### src/rtl/if_stage_pkg.sv
// Shared fetch-stage definitions: bus widths, stall encoding, icache geometry, FSM states.
package if_stage_pkg;

    localparam int STALL_W     = 6;
    localparam int INDEX_W     = 6;
    localparam int TAG_W       = 9;
    localparam int CACHE_DEPTH = 1 << INDEX_W;

    typedef logic [STALL_W-1:0] stall_bus_t;
    typedef logic [31:0]        inst_addr_t;
    typedef logic [31:0]        inst_t;
    typedef logic [INDEX_W-1:0] index_t;
    typedef logic [TAG_W-1:0]   tag_t;

    localparam logic  STOP      = 1'b1;
    localparam logic  NO_STOP   = 1'b0;
    localparam inst_t ZERO_WORD = 32'h0000_0000;

    typedef enum logic [1:0] {
        IDLE  = 2'd0,
        FETCH = 2'd1,
        DONE  = 2'd2
    } fetch_state_t;

    function automatic index_t pc_index(input inst_addr_t pc);
        return pc[7:2];
    endfunction

    function automatic tag_t pc_tag(input inst_addr_t pc);
        return pc[16:8];
    endfunction

endpackage

### src/rtl/if_stage_icache.sv
// 64-entry direct-mapped instruction cache: combinational lookup, synchronous fill,
// valid bits cleared asynchronously by reset.
module icache
    import if_stage_pkg::*;
(
    input  logic   clk,
    input  logic   rst,
    input  index_t rd_index,
    input  tag_t   rd_tag,
    output logic   hit,
    output inst_t  rd_data,
    input  logic   wr_en,
    input  index_t wr_index,
    input  tag_t   wr_tag,
    input  inst_t  wr_data
);

    logic [CACHE_DEPTH-1:0] valid;
    tag_t                   tag_mem  [CACHE_DEPTH];
    inst_t                  data_mem [CACHE_DEPTH];

    always_ff @(posedge clk or posedge rst) begin
        if (rst) begin
            valid <= '0;
        end else if (wr_en) begin
            valid[wr_index] <= 1'b1;
        end
    end

    // NOTE: tag/data arrays carry no reset; the valid bits qualify every lookup,
    // so clearing the arrays would only prevent them mapping onto plain RAM.
    always_ff @(posedge clk) begin
        if (wr_en) begin
            tag_mem[wr_index]  <= wr_tag;
            data_mem[wr_index] <= wr_data;
        end
    end

    assign hit     = valid[rd_index] && (tag_mem[rd_index] == rd_tag);
    assign rd_data = data_mem[rd_index];

endmodule

### src/rtl/if_stage.sv
// Instruction fetch stage: icache lookup with a byte-serial refill from mem_ctrl,
// branch redirect overriding any fetch in flight.
module if_stage
    import if_stage_pkg::*;
(
    input  logic       clk,
    input  logic       rst,
    input  stall_bus_t stall,
    input  logic       branch_flag_i,
    input  inst_addr_t branch_target_i,
    input  logic       mem_byte_valid_i,
    input  logic [7:0] mem_byte_i,
    output logic       mem_req_o,
    output inst_addr_t mem_addr_o,
    output logic       stallreq_o,
    output inst_addr_t if_pc,
    output inst_t      if_inst
);

    fetch_state_t state;
    inst_addr_t   pc;
    logic [1:0]   count;
    inst_t        word_buf;
    logic         cache_hit;
    inst_t        cache_data;
    logic         fill_en;
    logic         unused_stall;

    assign unused_stall = ^stall[STALL_W-1:1];

    // The last byte goes straight into the fill so the cache write lands on the same edge.
    assign fill_en = (state == FETCH) && mem_byte_valid_i && (count == 2'd3) && !branch_flag_i;

    icache u_icache (
        .clk      (clk),
        .rst      (rst),
        .rd_index (pc_index(pc)),
        .rd_tag   (pc_tag(pc)),
        .hit      (cache_hit),
        .rd_data  (cache_data),
        .wr_en    (fill_en),
        .wr_index (pc_index(pc)),
        .wr_tag   (pc_tag(pc)),
        .wr_data  ({mem_byte_i, word_buf[23:0]})
    );

    // NOTE: every output gets a default before the case so no path leaves it unassigned,
    // which would otherwise infer a latch.
    always_comb begin
        stallreq_o = 1'b1;
        if_inst    = ZERO_WORD;
        case (state)
            IDLE: begin
                if (cache_hit) begin
                    stallreq_o = 1'b0;
                    if_inst    = cache_data;
                end
            end
            DONE: begin
                stallreq_o = 1'b0;
                if_inst    = word_buf;
            end
            default: ;
        endcase
    end

    assign if_pc = pc;

    // NOTE: non-blocking assignments throughout so every register samples pre-edge values.
    always_ff @(posedge clk or posedge rst) begin
        if (rst) begin
            state      <= IDLE;
            pc         <= '0;
            count      <= '0;
            word_buf   <= ZERO_WORD;
            mem_req_o  <= 1'b0;
            mem_addr_o <= '0;
        end else if (branch_flag_i) begin
            state     <= IDLE;
            pc        <= branch_target_i & ~32'h3;
            count     <= '0;
            mem_req_o <= 1'b0;
        end else begin
            case (state)
                IDLE: begin
                    if (cache_hit) begin
                        if (stall[0] == NO_STOP) pc <= pc + 32'd4;
                    end else begin
                        state      <= FETCH;
                        mem_req_o  <= 1'b1;
                        mem_addr_o <= pc;
                        count      <= '0;
                    end
                end
                FETCH: begin
                    if (mem_byte_valid_i) begin
                        word_buf[{count, 3'b000} +: 8] <= mem_byte_i;
                        count                          <= count + 2'd1;
                        if (count == 2'd3) begin
                            state     <= DONE;
                            mem_req_o <= 1'b0;
                        end
                    end
                end
                DONE: begin
                    if (stall[0] == NO_STOP) begin
                        state <= IDLE;
                        pc    <= pc + 32'd4;
                    end
                end
                default: state <= IDLE;
            endcase
        end
    end

endmodule
### config.mk
export PLATFORM = sky130hd
export DESIGN_NAME = if_stage
export DESIGN_NICKNAME = d
export VERILOG_FILES = /design/src/rtl/if_stage_pkg.sv /design/src/rtl/if_stage_icache.sv /design/src/rtl/if_stage.sv
export SDC_FILE = /design/constraint.sdc
export NUM_CORES = 2
export LEC_CHECK = 0
export ABC_AREA = 1
export BUFFER_PORTS_ARGS = -buffer_cell sky130_fd_sc_hd__buf_4
export CORE_UTILIZATION = 55
export DETAILED_ROUTE_END_ITERATION = 10
export PLACE_DENSITY = 0.78
export SYNTH_ARGS = -nofsm -noshare
export SYNTH_HDL_FRONTEND = slang
export SYNTH_SLANG_ARGS = --single-unit
### constraint.sdc
create_clock -name clk -period 7.8 [get_ports clk]
set_input_delay 2.34 -clock clk [delete_from_list [all_inputs] [get_ports clk]]
set_output_delay 2.34 -clock clk [all_outputs]
set_load 0.01 [all_outputs]
==> summary by stage <==
Logic synthesis
The prevailing post-synth register cell is sky130_fd_sc_hd__edfxtp_1. The compound-gate portion of the synthesized area is 8.906%. The number of flops mapped to enable cells by yosys is 2624. After synthesis, the largest family of logic cells by area is simple AND/OR/NAND/NOR gates. The adder-cell area share of the yosys netlist is 0.07076%. The cell area after synthesis is 106100 µm².

The proportion of synthesized area in mux cells is 0%. Among all cell types in the netlist, the one instantiated most often is sky130_fd_sc_hd__edfxtp_1. The Yosys warning count is 0. By count the netlist is led by sky130_fd_sc_hd__edfxtp_1 (2624), sky130_fd_sc_hd__nand2_1 (1638), sky130_fd_sc_hd__o22ai_1 (788).

The number of library cell types mapped by synthesis is 47. Sorting the synthesized cells by area gives the leading types as sky130_fd_sc_hd__edfxtp_1 (74%), sky130_fd_sc_hd__nand2_1 (5.8%), sky130_fd_sc_hd__o22ai_1 (4.6%). In the synthesized netlist the async set-or-reset flop fraction comes to 5.781%. The share of synthesized area in the top cell type comes to 74.27%. Summing the areas of all and, or, nand and nor instances in the mapped netlist gives 9.651% of the synthesized area. The xor/xnor cell area share of the yosys netlist is 0.1238%. The synthesized design contains 2785 register bits. Of all cell types, the one taking the most synthesized area is sky130_fd_sc_hd__edfxtp_1. The synthesized area per cell is 14.15 µm². The post-synthesis cell count is 7500.

Sequential cells were found to cover 78.07% of the synthesized design area.

Routing
The total wire length after detailed routing is 319.4 mm. The first TritonRoute pass finished after 8 iterations. In the routed layout, each cell is associated on average with a via count of 6.692.

The post-route DRC violation count is 0. In this run, the number of DRC markers left after iteration 0 of detailed routing was 12.30k. The remaining number of nets flagged by the antenna check after routing is 0. The via count is 69.89k.

The average routed wire per standard cell is 30.58 µm.

Floorplan
The number of placed I/O pins is 148. The height of the die is 441.2 µm. After floorplanning, the core was divided into 160 placement rows. The floorplan step defined a core boundary enclosing 190800 µm². The full die area is 194600 µm². Measured along the x axis, the die boundary spans 441.2 µm. The initial utilization of the core area, before any placement, comes to 55.61%.

Global route
The global-route wire length before repair is 449.2 mm. The total overflow left after global routing is 0. The overall routing resource usage is 32.20%. The via count of the first global-routing pass is 66.49k.

The initial antenna violation count was 10. The maximum number of pins on one net before global-route repair is 149.

Worst setup path
The worst setup path is captured at a primary output. The classification of the worst setup path is reg -> out. The critical-path cell with the highest stage delay is sky130_fd_sc_hd__dfrtp_2. In this design, the critical path's most frequently occurring cell is sky130_fd_sc_hd__buf_4.

In this run the worst path has a maximum fanout of 63. The launching element type of the critical path is a register. STA puts the critical path data required time at 5.46 ns. The stage delay of the slowest cell on the critical path is 0.58 ns. The length in cells of the worst reg-to-reg path is 21. Walking the worst path, the cells encountered are buf_4 -> nand2_2 -> buf_4 -> nor2_2 -> inv_8 -> buf_4 -> o22ai_1 -> o41ai_1 -> nand3_1 -> nor2_1 -> nand2_1 -> nand2_1 -> buf_4.

STA puts the critical path data arrival time at 5.38 ns.

STA
The fmax is 129.5 MHz. After routing, the total negative slack on setup checks comes to 0 ns. Setup violations remaining at the end of the flow were counted as 0.

The clock arrives with 0.05056 ns of skew. The hold violation count in the final report is 0. At the pin with the least slew margin, the transition time is 1.438 ns. In this run the tightest slew margin relative to its limit is 3.910%.

The share of the clock period used by the worst path after layout is 98.99%. Setup repair after global routing left no endpoint under its margin. The final-report max-slew violation count came to 0. The final critical-path required period is 7.721 ns.

CTS
The tree is rooted in a sky130_fd_sc_hd__clkbuf_16. The deepest clock path buffer count is 3. The number of buffers added for setup after CTS is 0. The TritonCTS clock tree is done.

The clock net sink count is 2785. The insertion delay of the later-clocked pin in the worst-skew pair is 0.90 ns. Clock-pin slew was measured on the worst setup and hold paths at 0.06 ns. The number of levels in the clock H-tree is 4. The number of buffers inserted for hold repair after clock tree synthesis is 0.

The total CTS buffers is 241.

Placed design
The number of placed instances, taps included, is 9984. The final RePlAce weighted congestion is 0.9285. Once placement finished, the instance area stood at 111600 µm². The placed wire-length estimate is 171.7 mm. The number of buffers added on ports is 136.

Worst hold path
The hold path depth is 2. The worst hold path belongs to the class reg -> reg.

Finish
The total area of sequential cells is 82860 µm². The area added between synthesis and finish is 12.50%. The final-stage net count is 7772. The share of final-layout standard cells stronger than drive strength 1 is 12.69%. Counting the fill cells in the layout gives 12.87k. The post-route cell area is 119300 µm². The count of cells in the finished layout, fillers not included, comes to 10.44k.

In the final layout, the multi-input gates occupy 20500 µm².

Run
The count of maximum capacitance violations is 0.

Pwr
Power spread over the standard cell area amounts to 337.6 nW/µm². The peak supply drop is 0.2676 mV. The analysis attributes to cell leakage a power of 0.04474 µW. The total design power is 40290 µW.

Outcome
The flow ran to the end, and the final reports show no timing, DRC or antenna violations.
==> logic make-up (layout without fill, tap and decap cells) <==
kind of cell / Yosys count / after routing
compound gates: 1452 / 1452
xor+xnor: 15 / 15
fa+ha+maj: 6 / 6
buf+inv: 782 / 1207
flops: 2785 / 2785
other cells: 1 / 9
simple gates: 2459 / 2459
==> cell type report <==
| class | instances | share of cell area (%) |
|---|---|---|
| multi-input combinational | 3936 | 17.18 |
| clock buffer | 316 | 5.358 |
| inverter | 354 | 1.144 |
| sequential | 2785 | 69.43 |
| timing repair buffer | 398 | 3.139 |
| clock inverter | 139 | 1.112 |
| antenna | 5 | 0.01048 |
| tap | 2511 | 2.632 |
==> state kept, by name, summed over array words and instances, names as in the netlist <==
signal	cells
count	2
if_pc	30
mem_addr_o	30
mem_req_o	1
state	2
u_icache.data_mem	2048
u_icache.tag_mem	576
u_icache.valid	64
word_buf	32
==> cell usage in the layout (no fill, tap or decap), types with 141 or more instances in the layout <==
| cell | count |
|---|---|
| sky130_fd_sc_hd__nand2_1 | 1634 |
| sky130_fd_sc_hd__inv_1 | 341 |
| sky130_fd_sc_hd__edfxtp_1 | 2624 |
| sky130_fd_sc_hd__o41ai_1 | 180 |
| sky130_fd_sc_hd__buf_4 | 338 |
| sky130_fd_sc_hd__nand3_1 | 233 |
| sky130_fd_sc_hd__o22ai_1 | 788 |
| sky130_fd_sc_hd__clkbuf_16 | 243 |
| sky130_fd_sc_hd__nor2_1 | 229 |
| sky130_fd_sc_hd__o21ai_0 | 276 |
| sky130_fd_sc_hd__or2_2 | 141 |
==> where the power goes <==
part	leakage [µW]	switching (µW)	internal, µW	total [µW]
combinational	0.0128	7820	3130	10900
sequential	0.0282	355	17200	17600
clock	0.00374	5390	6390	11800
total	0.0447	13600	26700	40300
==> worst max-delay path: cells and delay by family (launching register included) <==
family,cells,cell delay [ns]
AOI/OAI and AO/OA,2,0.62
DFF,1,0.58
and+or+nand+nor,6,1.36
buffers and inverters,5,1.82
==> timing repair <==
action                     in CTS  in global routing
resized for setup               1                  1
gates cloned                    0                  0
setup endpoints to repair       2                  1
pin swaps                       0                  0
==> per-stage QoR <==
step / utilization (%) / hold slack (ns) / setup WS (ns)
after CTS: 62.55 / 0.4589 / 0.2016
final: 62.56 / 0.4613 / 0.07870
after floorplan: - / 0.4274 / 1.112
after global routing: 62.55 / 0.4733 / 0.04766
after detailed placement: 58.50 / 0.4450 / 0.9378
after global placement: 58.49 / 0.4383 / 0.8712
==> path summary, 6_finish.rpt <==
kind | start | to | slack (ns)
hold reg to reg | u_icache.valid[43] | u_icache.valid[43] | 0.46
hold / removal | u_icache.valid[43] | u_icache.valid[43] | 0.46
min in group asynchronous | rst | u_icache.valid[16] | 1.64
max in group asynchronous | rst | word_buf[12] | 4.40
setup reg to reg | if_pc[4] | if_pc[5] | 2.13
setup / recovery | if_pc[4] | if_inst[23] | 0.08
==> layer usage <==
| layer | wire length, µm | global-route usage [%] | vias up |
|---|---|---|---|
| li1 | - | - | 28410 |
| met5 | 67 | 0 | - |
| met1 | 106300 | 42.32 | 33590 |
| met3 | 53100 | 10.03 | 1223 |
| met2 | 139500 | 47.73 | 6658 |
| met4 | 20430 | 18.37 | 10 |
Power figures use the tool's default switching activity.
